$ cat src/rtl/alu_pkg.sv
// Shared encodings for the Booth multiply / restoring divide controller.
package alu_pkg;

  typedef enum logic [3:0] {
    StIdle,
    StLdM,
    StLdQ,
    StMulAdd,
    StMulShr,
    StDivShl,
    StDivSub,
    StDivFix,
    StOutA,
    StOutQ
  } state_e;

  typedef enum logic {
    OpMul = 1'b0,
    OpDiv = 1'b1
  } op_e;

  typedef enum logic {
    SelA = 1'b0,
    SelQ = 1'b1
  } out_sel_e;

  typedef enum logic {
    AdderAdd = 1'b0,
    AdderSub = 1'b1
  } adder_e;

endpackage

$ cat src/rtl/iter_cnt.sv
// Iteration counter: clear, increment, and a flag on the final iteration (count == WIDTH-1).
module iter_cnt #(
  parameter int unsigned WIDTH = 8
) (
  input  logic clk,
  input  logic reset,
  input  logic i_clr,
  input  logic i_inc,
  output logic o_last
);

  localparam int unsigned CntW = $clog2(WIDTH);

  logic [CntW-1:0] r_count;

  always_ff @(posedge clk or negedge reset) begin
    if (!reset) begin
      r_count <= '0;
    end else if (i_clr) begin
      r_count <= '0;
    end else if (i_inc) begin
      r_count <= r_count + 1'b1;
    end
  end

  assign o_last = (r_count == CntW'(WIDTH - 1));

endmodule

$ cat src/rtl/booth_ctrl.sv
// Control FSM for a shared-datapath Booth radix-2 signed multiplier and unsigned restoring
// divider. Sequences operand loads, WIDTH iterations and the two-beat (A then Q) result handshake.
module booth_ctrl
  import alu_pkg::*;
#(
  parameter int unsigned WIDTH = 8
) (
  input  logic       clk,
  input  logic       reset,
  input  logic       start,
  input  logic       op,
  input  logic       in_valid,
  output logic       in_ready,
  input  logic [1:0] booth_bits,
  input  logic       a_msb,
  input  logic       m_zero,
  output logic       load_m,
  output logic       load_q,
  output logic       load_a,
  output logic       clr_a,
  output logic       add_sub,
  output logic       shr,
  output logic       shl,
  output logic       q0_set,
  output logic       out_valid,
  input  logic       out_ready,
  output logic       out_sel,
  output logic       busy,
  output logic       err
);

  state_e r_state;
  state_e w_state_d;
  op_e    r_op;
  logic   r_err;
  logic   w_cnt_clr;
  logic   w_cnt_inc;
  logic   w_cnt_last;
  logic   w_start_op;
  logic   w_div_zero;

  iter_cnt #(
    .WIDTH(WIDTH)
  ) u_iter_cnt (
    .clk   (clk),
    .reset (reset),
    .i_clr (w_cnt_clr),
    .i_inc (w_cnt_inc),
    .o_last(w_cnt_last)
  );

  assign w_start_op = (r_state == StIdle) && start;
  // Divide by zero is known once M is loaded; skip straight to returning A=0, Q=dividend.
  assign w_div_zero = (r_state == StLdQ) && in_valid && (r_op == OpDiv) && m_zero;

  always_ff @(posedge clk or negedge reset) begin
    if (!reset) begin
      r_state <= StIdle;
      r_op    <= OpMul;
      r_err   <= 1'b0;
    end else begin
      r_state <= w_state_d;
      if (w_start_op) begin
        r_op  <= op_e'(op);
        r_err <= 1'b0;
      end else if (w_div_zero) begin
        r_err <= 1'b1;
      end
    end
  end

  assign err       = r_err;
  assign busy      = (r_state != StIdle);
  assign w_cnt_clr = (r_state == StLdQ);

  always_comb begin
    w_state_d = r_state;
    in_ready  = 1'b0;
    load_m    = 1'b0;
    load_q    = 1'b0;
    load_a    = 1'b0;
    clr_a     = 1'b0;
    add_sub   = AdderAdd;
    shr       = 1'b0;
    shl       = 1'b0;
    q0_set    = 1'b0;
    out_valid = 1'b0;
    out_sel   = SelA;
    w_cnt_inc = 1'b0;

    unique case (r_state)
      StIdle: begin
        if (start) w_state_d = StLdM;
      end
      StLdM: begin
        in_ready = 1'b1;
        if (in_valid) begin
          load_m    = 1'b1;
          w_state_d = StLdQ;
        end
      end
      StLdQ: begin
        in_ready = 1'b1;
        if (in_valid) begin
          load_q = 1'b1;
          clr_a  = 1'b1;
          if (w_div_zero)         w_state_d = StOutA;
          else if (r_op == OpMul) w_state_d = StMulAdd;
          else                    w_state_d = StDivShl;
        end
      end
      StMulAdd: begin
        case (booth_bits)
          2'b01: begin
            load_a  = 1'b1;
            add_sub = AdderAdd;
          end
          2'b10: begin
            load_a  = 1'b1;
            add_sub = AdderSub;
          end
          default: ;
        endcase
        w_state_d = StMulShr;
      end
      StMulShr: begin
        shr = 1'b1;
        if (w_cnt_last) begin
          w_state_d = StOutA;
        end else begin
          w_cnt_inc = 1'b1;
          w_state_d = StMulAdd;
        end
      end
      StDivShl: begin
        shl       = 1'b1;
        w_state_d = StDivSub;
      end
      StDivSub: begin
        load_a    = 1'b1;
        add_sub   = AdderSub;
        w_state_d = StDivFix;
      end
      StDivFix: begin
        // Negative trial remainder: add M back; otherwise this quotient bit is 1.
        if (a_msb) begin
          load_a  = 1'b1;
          add_sub = AdderAdd;
        end else begin
          q0_set = 1'b1;
        end
        if (w_cnt_last) begin
          w_state_d = StOutA;
        end else begin
          w_cnt_inc = 1'b1;
          w_state_d = StDivShl;
        end
      end
      StOutA: begin
        out_valid = 1'b1;
        out_sel   = SelA;
        if (out_ready) w_state_d = StOutQ;
      end
      StOutQ: begin
        out_valid = 1'b1;
        out_sel   = SelQ;
        if (out_ready) w_state_d = StIdle;
      end
      default: w_state_d = StIdle;
    endcase
  end

endmodule
$ cat config.mk
export PLATFORM = sky130hd
export DESIGN_NAME = booth_ctrl
export DESIGN_NICKNAME = d
export VERILOG_FILES = /design/src/rtl/alu_pkg.sv /design/src/rtl/iter_cnt.sv /design/src/rtl/booth_ctrl.sv
export SDC_FILE = /design/constraint.sdc
export NUM_CORES = 1
export LEC_CHECK = 0
export ABC_AREA = 1
export BUFFER_PORTS_ARGS = -buffer_cell sky130_fd_sc_hd__buf_2
export CAP_MARGIN = 20
export CORE_AREA = 2 2 42 44
export CTS_CLUSTER_SIZE = 14
export DETAILED_ROUTE_END_ITERATION = 16
export DIE_AREA = 0 0 44 46
export HOLD_SLACK_MARGIN = 0.1
export PLACE_DENSITY = 0.76
export SYNTH_ARGS = -nofsm -noshare
export SYNTH_HDL_FRONTEND = slang
export SYNTH_SLANG_ARGS = --single-unit
$ cat constraint.sdc
create_clock -name clk -period 1.36 [get_ports clk]
set_input_delay 0.068 -clock clk [delete_from_list [all_inputs] [get_ports clk]]
set_output_delay 0.068 -clock clk [all_outputs]
set_load 0.1 [all_outputs]
* Word-level counts from Yosys, hierarchy flattened
Cells that the tools add are included. Widths: inputs -> output; s select.
Storage, ports and cells: bits in registers 9, bits of input ports 10, output and inout bits 13, word-level logic and storage cells 66
Operators by class: add/subtract/negate cells 1, equality and inequality tests 17, muxes and demuxes 31, reduce and logical (&&, ||, !) cells 13
Operator list (count):
- $pmux 4 s10 | 1
- $mux 4 | 8
- $mux 1 | 17
- $eq 4x3->1 const B | 4
- $ne 2x2->1 const B | 5
- $mux 3 | 3
- $eq 4x2->1 const B | 2
- $eq 4x4->1 const B | 2
- $reduce_or 2->1 | 4
- $reduce_and 5->1 | 1
- $eq 4x1->1 const B | 1
- $logic_and 1x1->1 | 4
- $logic_not 4->1 | 1
- $reduce_bool 2->1 | 2
- $reduce_bool 4->1 | 1
- $add 3x1->3 const B | 1
- $eq 3x3->1 const B | 1
- $pmux 1 s3 | 1
- $eq 2x1->1 const B | 1
- $eq 2x2->1 const B | 1
- $pmux 1 s2 | 1

* Longest topological paths before layout
Gate-level depths: netlist of the first run.
word-level depth 7, depth in mapped cells 9, depth with buffers taken out 9

* Hierarchy
From an unflattened synthesis of the first run, not the netlist that was laid out.
Second synthesis, totals: cell total of the unflattened synthesis 115, area total of the unflattened synthesis 720.7 µm²
Modules (own cells, without submodules):
- booth_ctrl | times used 1, cells an instance 98, area each 569.3 µm², seq. area each 150.1 µm²
- iter_cnt | times used 1, cells an instance 17, area each 151.4 µm², seq. area each 75.1 µm²

* Worst setup path before layout of the first run
Ideal clock, no wire load.
path type register to output, start point register r_state[2], end point output port load_a, arrival time 2853 ps, required time 1292 ps, slack -1561 ps, cell stages (with the launch flop) 4, path buffers 0, path through dfrtp_1 > nor2_2 > nand2_1 > o21ai_0
Between the ends: word-level cells in the longest chain between the ends 2, elaborated cells between the ends (all ways) 4, those cells by class eq/ne (3); mux (1)
Ends and longest elaborated chain:
- from (decl) | RTL line booth_ctrl.sv:32 | state_e r_state;
- from (signal assigned) | RTL line booth_ctrl.sv:58 | r_state <= StIdle;
- from (signal assigned) | RTL line booth_ctrl.sv:62 | r_state <= w_state_d;
- $eq 4x3->1 or $eq 4x2->1 (tied branches) | RTL line booth_ctrl.sv:91 | unique case (r_state)
- $pmux 1 s3 * | RTL line booth_ctrl.sv:91
- to (decl) | RTL line booth_ctrl.sv:19 | output logic load_a,
Every way passes the cells marked *; elsewhere a longest branch is shown, timed or not.

* Worst setup path after layout of the first run
start point register r_state[3], end point output port load_a
The elaborated chain is that of the path after synthesis.

==> results.yml, run 1 <==
placement:
  dp_hpwl_um: 1390
  gp_congestion: 0.963
  portBuffers: 22
  placed_area_mm2: 0.00108
  dp_slack_ns: 0.0196
finish:
  post-route-util: 0.829
  nets: 169
  nFillCells: 86
  drive_gt1_frac: 0.568
  insertedDiodeCount: 0
  final_cell_mix: "nand2_1, buf_4, buf_12"
  final_cell_area_mm2: 0.00134
  synthToLayoutAreaGrowth_pct: 91.4
  final_common_cell: "nand2_1"
worst_setup_path:
  cp_max_fo: 4
  start_kind: "register"
  worstSetupEndpointType: "output pin"
  r2r_end: "r_state[2]$_DFFE_PN0P_"
  required_ns: 1.29
  reg2regPathDepth: 8
  r2r_start: "r_state[1]$_DFFE_PN0P_"
  rrSetupSlack_ns: -0.06
  cp_data_arrival_time_ns: 1.44
  critPathKind: "register to output pin"
logic_synthesis:
  synthXorXnorAreaFrac: 0
  synth_compound_area_frac: 0.0733
  async_reset_ff_frac: 1.00
  synth_top_family_by_area: "simple AND/OR/NAND/NOR gates"
  syn_nets: 124
  synth-simple-area-share: 0.433
  synthAdderAreaFrac: 0.0537
  ys_seq_area_frac: 0.322
  synth-edff-count: 0
  yosysWarnings: 0
  post_synth.cell_area_avg_um2: 6.30
  yosys_most_used_dff: "dfrtp_1"
  syn_area_um2: 699
  synthCells: 111
  synth.distinct_cells: 20
  synth.mux.area_fraction: 0
  ys_seq_elements: 9
clock_tree:
  root_buffer: "clkbuf_4"
  cts_max_level: 1
  path_clk_slew_ns: 0.06
  cts_tree: "built"
  clk_latency_ns: 0.27
  cts.sinks: 9
  cts.path.max_buffers: 2
  cts_made_buffers: 3
sta:
  worst_hold_slack_ns: 0.154
  hold_viol_final: 0
  relSlewSlack: 0.679
  finalClockSkew_ns: 0.00917
  slew_violations: 0
  max_freq_mhz: 665
  setup_ws_ns: -0.144
  rsz0062_at_grt: "true"
  min_period_over_period: 1.11
  setup_viol: 15
  min_period_ns: 1.50
  tightest_slew_ns: 0.485
power_and_ir_drop:
  ir_drop_mv: 2.00
  power.leakage_uw: 0.000688
  power_frac_seq: 0.146
  powerDensity_mw_per_mm2: 2570
  p_clk_frac: 0.061
  switching_share: 0.568
  power.total_uw: 3440
  internal_power_uw: 1490
  switchingPower_uw: 1960
  p_comb_frac: 0.793
grt:
  grt_pass1_wl_um: 3300
  grt_max_degree: 10
  overflow: 0
  antenna_found_initial: 0
  grt_pass1_vias: 825
  grt_usage: 0.235
min_path:
  hold_path_end: "err$_DFFE_PN0P_"
  hp-start: "in_valid"
  min_path_type: "input pin to register"
  min_path_cells: 3
die:
  chipWidth_um: 44
  chipHeight_um: 46
  ios: 23
  initial_core_util: 0.433
  rows: 15
  coreArea_mm2: 0.00161
  die_area_mm2: 0.00202
outcome:
  outcome: "finished, violations left"
  violations: "negative setup slack"
detailed_routing:
  drt-initial-drc-count: 38
  ant_nets: 0
  routed_wl_um: 2310
  viasPerCell: 5.28
  vias: 908
  drt_first_pass_iters: 4
  drc_errors: 0
  wl_per_cell_um: 13.4
job:
  max_cap_violations: 0
## critical path, cell delays in order (launching register included)
cell and delay [ns]:
dfrtp_2 0.45, inv_2 0.09, nand2_2 0.11, nor2_2 0.16, a21oi_2 0.09, o21ai_4 0.07
buf_12 0.19
## routing by layer
metal  share of wire  global-route usage  vias to the layer above
li1                -                   -                      435
met1            0.37               0.225                      416
met2            0.53               0.418                       49
met3           0.065              0.0317                        8
met4           0.040               0.242                        0
met5               0                   0                        -
## cells in the mapped netlist (2+ instances only)
cell     instances  area share
nand2_2          2       0.018
a21oi_1          3       0.021
o21ai_0          3       0.021
nand3_2          2       0.029
nand4_1          2       0.018
nand3_1          9       0.064
ha_1             3       0.054
dfrtp_1          9        0.32
inv_1           18       0.097
nor2_2           2       0.018
nor2_1          19        0.10
nand2_1         31        0.17
## kinds of logic (layout without fill, tap and decap cells)
logic type	Yosys count	in the layout
AO/OA/AOI/OAI	9	9
buffers and inverters	21	65
flip-flops	9	9
AND/OR/NAND/NOR	69	69
adder cells (fa/ha/maj)	3	3
## state kept, by name, summed over array words and instances, names as in the netlist
name                count
err                     1
r_op                    1
u_iter_cnt.r_count      3
r_state                 4
## stage by stage
step	setup TNS, ns	std cells
floorplan	-1.18	111
global placement	0	152
detailed placement	0	152
CTS	-0.873	168
global route	-2.08	172
finish	-1.13	172
## worst max path at each step
stage / cells after the start / slack, ns / startpoint / to
2_1_floorplan: 6 / -0.22 / r_state[0]$_DFFE_PN0P_ / load_q
3_3_place_gp: 9 / 0.07 / u_iter_cnt.r_count[0]$_DFFE_PN0P_ / r_state[1]$_DFFE_PN0P_
3_5_place_dp: 9 / 0.02 / u_iter_cnt.r_count[0]$_DFFE_PN0P_ / r_state[1]$_DFFE_PN0P_
4_1_cts: 6 / -0.09 / r_state[1]$_DFFE_PN0P_ / in_ready
5_1_grt: 6 / -0.18 / r_state[2]$_DFFE_PN0P_ / clr_a
6_report: 6 / -0.14 / r_state[3]$_DFFE_PN0P_ / load_a
## area by class of cell
cell class	count	area (µm²)	share of cell area
Timing Repair Buffer	41	448	0.335
Tap cell	17	21.3	0.0159
Inverter	20	78.8	0.0589
Multi-Input combinational cell	81	534	0.399
Clock buffer	4	26.3	0.0196
Sequential cell	9	230	0.172
## power by group through the flow
stage          clock network [µW]  registers, µW  logic [µW]
2_1_floorplan                   0            551        1470
3_3_place_gp                    0            473        2100
3_5_place_dp                    0            481        2140
4_1_cts                       213            484        2440
5_1_grt                       225            516        2880
6_report                      209            503        2730
## timing repair
item / CTS / global route
hold buffers: 2 / 0
pin swaps: 6 / 2
resized for setup: 18 / 20
buffers inserted: 10 / 4
setup endpoints to repair: 12 / 20
endpoints found under the hold margin: 10 / 0
Power figures use the tool's default switching activity.
==> run 2, diff against run 1 <==
--- a/config.mk
+++ b/config.mk
@@ -5,7 +5,6 @@
 export SDC_FILE = /design/constraint.sdc
 export NUM_CORES = 1
 export LEC_CHECK = 0
-export ABC_AREA = 1
 export BUFFER_PORTS_ARGS = -buffer_cell sky130_fd_sc_hd__buf_2
 export CAP_MARGIN = 20
 export CORE_AREA = 2 2 42 44
@@ -13,7 +12,7 @@
 export DETAILED_ROUTE_END_ITERATION = 16
 export DIE_AREA = 0 0 44 46
 export HOLD_SLACK_MARGIN = 0.1
-export PLACE_DENSITY = 0.76
+export PLACE_DENSITY = 0.73
 export SYNTH_ARGS = -nofsm -noshare
 export SYNTH_HDL_FRONTEND = slang
 export SYNTH_SLANG_ARGS = --single-unit
==> run 2 against run 1 <==
The flow now stops in global routing. Synthesized cell count down 17%. Synthesized area up 1.1%.
==> results.yml, run 2 <==
clock_tree:
  cts_made_buffers: 3
  cts_max_level: 1
  root_buffer: "clkbuf_4"
  cts.path.max_buffers: 2
  cts.sinks: 9
logic_synthesis:
  yosys.area.top_type_share: 0.319
  synth-edff-count: 0
  yosysTopAreaCell: "dfrtp_1"
  ys_top_cells_by_area: "dfrtp_1, nor2_1, ha_1"
  syn_nets: 105
  synthCells: 92
  yosysWarnings: 0
  syn_area_um2: 707
  post_synth.cell_area_avg_um2: 7.68
  yosys_most_used_dff: "dfrtp_1"
  synth.distinct_cells: 31
  async_reset_ff_frac: 1.00
  synth_common_cells: "nor2_1, dfrtp_1, nand2_1"
  yosysMostFrequentCell: "nor2_1"
  ys_seq_elements: 9
  ys_seq_area_frac: 0.319
placement:
  gp_congestion: 0.922
  dp_hpwl_um: 1570
  dp_slack_ns: -0.0897
  portBuffers: 22
  placed_area_mm2: 0.00121
outcome:
  outcome: "aborted with a tool error"
  failing_step: "global routing"
  tool.error: "[ERROR DPL-0038] Utilization greater than 100%, impossible to legalize"
grt:
  grt_max_degree: 10
die:
  rows: 15
  initial_core_util: 0.438
  chipWidth_um: 44
  chipHeight_um: 46
  ios: 23
sta:
  crit_endpoint: "add_sub"
  timing.repair.worst_endpoint_type: "primary output"
## run 2: changes by cell type after synthesis, moves of 3 or more
cell and delta:
nand2b_1 +5, nor3_1 +3, nand3_1 -5, inv_1 -12
a21oi_1 +4, nor2_1 -3, nand2_1 -23
## run 2: what timing repair did
item / CTS
hold buffers: 4
setup buffers: 14
endpoints found under the setup margin: 19
pin swaps: 13
gates resized for setup: 37
hold endpoints to repair: 12
## run 2: stage by stage
stage / setup TNS, ns / cells / hold WS [ns]
global placement: -0.167 / 143 / -0.0745
floorplan: -0.709 / 92 / -0.228
CTS: -1.52 / 164 / 0.141
detailed placement: -0.322 / 143 / -0.0693
## run 2: cell families after synthesis
family / count (synthesis) / synth area share
muxes: 2 / 0.0319
DFF: 9 / 0.319
AOI/OAI and AO/OA: 19 / 0.186
xor gates and xnor gates: 1 / 0.0124
buffers and inverters: 12 / 0.0832
and+or+nand+nor: 46 / 0.315
adders and majority gates: 3 / 0.0531
==> run 3, diff against run 2 <==
--- a/config.mk
+++ b/config.mk
@@ -7,12 +7,10 @@
 export LEC_CHECK = 0
 export BUFFER_PORTS_ARGS = -buffer_cell sky130_fd_sc_hd__buf_2
 export CAP_MARGIN = 20
-export CORE_AREA = 2 2 42 44
-export CTS_CLUSTER_SIZE = 14
+export CORE_AREA = 2 2 63 65
 export DETAILED_ROUTE_END_ITERATION = 16
-export DIE_AREA = 0 0 44 46
-export HOLD_SLACK_MARGIN = 0.1
-export PLACE_DENSITY = 0.73
+export DIE_AREA = 0 0 65 67
+export PLACE_DENSITY_LB_ADDON = 0.15
 export SYNTH_ARGS = -nofsm -noshare
 export SYNTH_HDL_FRONTEND = slang
 export SYNTH_SLANG_ARGS = --single-unit
==> run 3 against run 2 <==
The flow now finishes, with violations (negative setup slack). Synthesized area stayed put. Synthesized cell count stayed put.
==> results.yml, run 3 <==
worst_setup_path:
  worstSetupEndpointType: "output pin"
  r2r_start: "r_state[0]$_DFFE_PN0P_"
  rrSetupSlack_ns: -0.10
  reg2regPathDepth: 5
  cp_data_arrival_time_ns: 1.43
  cp_max_fo: 4
  r2r_end: "r_state[1]$_DFFE_PN0P_"
  required_ns: 1.29
  critPathKind: "register to output pin"
  start_kind: "register"
min_path:
  min_path_cells: 2
  hold_path_end: "r_op$_DFFE_PN0P_"
  hp-start: "op"
  min_path_type: "input pin to register"
logic_synthesis:
  ys_seq_area_frac: 0.319
  synth.distinct_cells: 31
  synth_common_cells: "nor2_1, dfrtp_1, nand2_1"
  yosysTopAreaCell: "dfrtp_1"
  synthCells: 92
  syn_nets: 105
  yosys.area.top_type_share: 0.319
  yosysMostFrequentCell: "nor2_1"
  post_synth.cell_area_avg_um2: 7.68
  yosys_most_used_dff: "dfrtp_1"
  async_reset_ff_frac: 1.00
  yosysWarnings: 0
  ys_seq_elements: 9
  syn_area_um2: 707
  ys_top_cells_by_area: "dfrtp_1, nor2_1, ha_1"
  synth-edff-count: 0
clock_tree:
  path_clk_slew_ns: 0.04
  clk_latency_ns: 0.23
  cts_tree: "built"
  cts_made_buffers: 3
  cts.path.max_buffers: 2
  root_buffer: "clkbuf_8"
  cts.sinks: 9
  cts_max_level: 1
die:
  initial_core_util: 0.196
  ios: 23
  rows: 22
  chipWidth_um: 65
  chipHeight_um: 67
  die_area_mm2: 0.00436
  coreArea_mm2: 0.00361
outcome:
  violations: "negative setup slack"
  outcome: "finished, violations left"
grt:
  use_met3: 0.0135
  grt_pass1_vias: 968
  groute.layer.met1.usage: 0.145
  overflow: 0
  top_usage_layer: "met2"
  grt_pass1_wl_um: 4250
  grt_usage: 0.125
  antenna_found_initial: 0
  use_met2: 0.241
  grt_max_degree: 10
detailed_routing:
  drt-initial-drc-count: 10
  drt_first_pass_iters: 4
  routed_wl_um: 2600
  ant_nets: 0
  viasPerCell: 4.58
  vias: 911
  drc_errors: 0
  wl_per_cell_um: 13.0
finish:
  final_common_cell: "buf_4"
  post-route-util: 0.471
  synthToLayoutAreaGrowth_pct: 140
  nets: 165
  insertedDiodeCount: 0
  largest_reg_flops: 4
  layoutNonFillerInstCount: 199
  top_register: "r_state"
  drive_gt1_frac: 0.722
  reg.largest.list: "r_state x4, u_iter_cnt.r_count x3"
  final_cell_mix: "buf_4, buf_12, buf_2, nor2_4, buf_6"
placement:
  dp_cells: 178
  dp_hpwl_um: 1810
  dp_slack_ns: -0.119
  portBuffers: 22
  gp_congestion: 0.764
sta:
  finalClockSkew_ns: 0.000243
  max_freq_mhz: 669
  relSlewSlack: 0.681
  min_period_ns: 1.49
  tightest_slew_ns: 0.482
  setup_ws_ns: -0.135
  tns_ns: -1.32
  min_period_over_period: 1.10
  setup_viol: 19
  worst_hold_slack_ns: 0.0672
  slew_violations: 0
  rsz0062_at_grt: "true"
  hold_viol_final: 0
power_and_ir_drop:
  powerDensity_mw_per_mm2: 2730
  ir_drop_mv: 1.19
  power.leakage_uw: 0.000721
job:
  max_cap_violations: 0
run 3: cell counts after synthesis:
Identical to the previous run, type by type.
run 3: report_power, final:
group          switching, µW  internal, µW  total, µW
logic                   2100          1720       3810
clock network            106           204        310
registers                125           387        512
total                   2330          2310       4640
run 3: layout make-up:
cell class / instances / area, µm²
fill: 339 / 1910
inverter: 6 / 30.0
multi-input combinational: 71 / 681
timing repair buffer: 61 / 652
sequential: 9 / 230
clock buffer: 4 / 45.0
tap: 48 / 60.1
run 3: timing repair:
action / in CTS / in global routing
gates cloned: 0 / 0
endpoints found under the hold margin: 9 / 0
hold buffers: 1 / 0
endpoints found under the setup margin: 20 / 21
setup buffers: 13 / 4
pin swaps: 12 / 16
resized for setup: 42 / 16
run 3: how the worst max path moves through the flow:
stage | startpoint | endpoint | slack [ns] | cells past startpoint
after floorplan | r_state[0]$_DFFE_PN0P_ | q0_set | -0.19 | 3
after global placement | r_state[0]$_DFFE_PN0P_ | r_state[1]$_DFFE_PN0P_ | -0.1 | 5
after detailed placement | r_state[0]$_DFFE_PN0P_ | r_state[1]$_DFFE_PN0P_ | -0.12 | 5
after CTS | r_state[0]$_DFFE_PN0P_ | r_state[1]$_DFFE_PN0P_ | -0.12 | 5
after global routing | r_state[0]$_DFFE_PN0P_ | r_state[1]$_DFFE_PN0P_ | -0.18 | 5
final | r_state[1]$_DFFE_PN0P_ | clr_a | -0.13 | 4
run 3: cell families after synthesis:
kind of cell | Yosys count | share of synthesized area
simple gates | 46 | 0.315
flops | 9 | 0.319
fa+ha+maj | 3 | 0.0531
xor+xnor | 1 | 0.0124
compound gates | 19 | 0.186
buf+inv | 12 | 0.0832
mux | 2 | 0.0319
run 3: per-stage QoR:
step / power (µW) / cell area, µm²
after detailed placement: 3450 / 1300
after CTS: 4380 / 1600
after global placement: 3420 / 1300
after global routing: 4870 / 1700
final: 4640 / 1700
after floorplan: 2350 / 821
run 3: critical path, cell delays in order (launching register included):
cell,delay (ns)
dfrtp_2,0.42
nor2b_4,0.23
buf_4,0.15
and3_4,0.22
buf_12,0.18
run 3: layer usage:
layer,up-vias,routed length [µm]
met3,7,93
met1,431,1100
li1,443,-
met4,0,48
met2,30,1360
met5,-,0
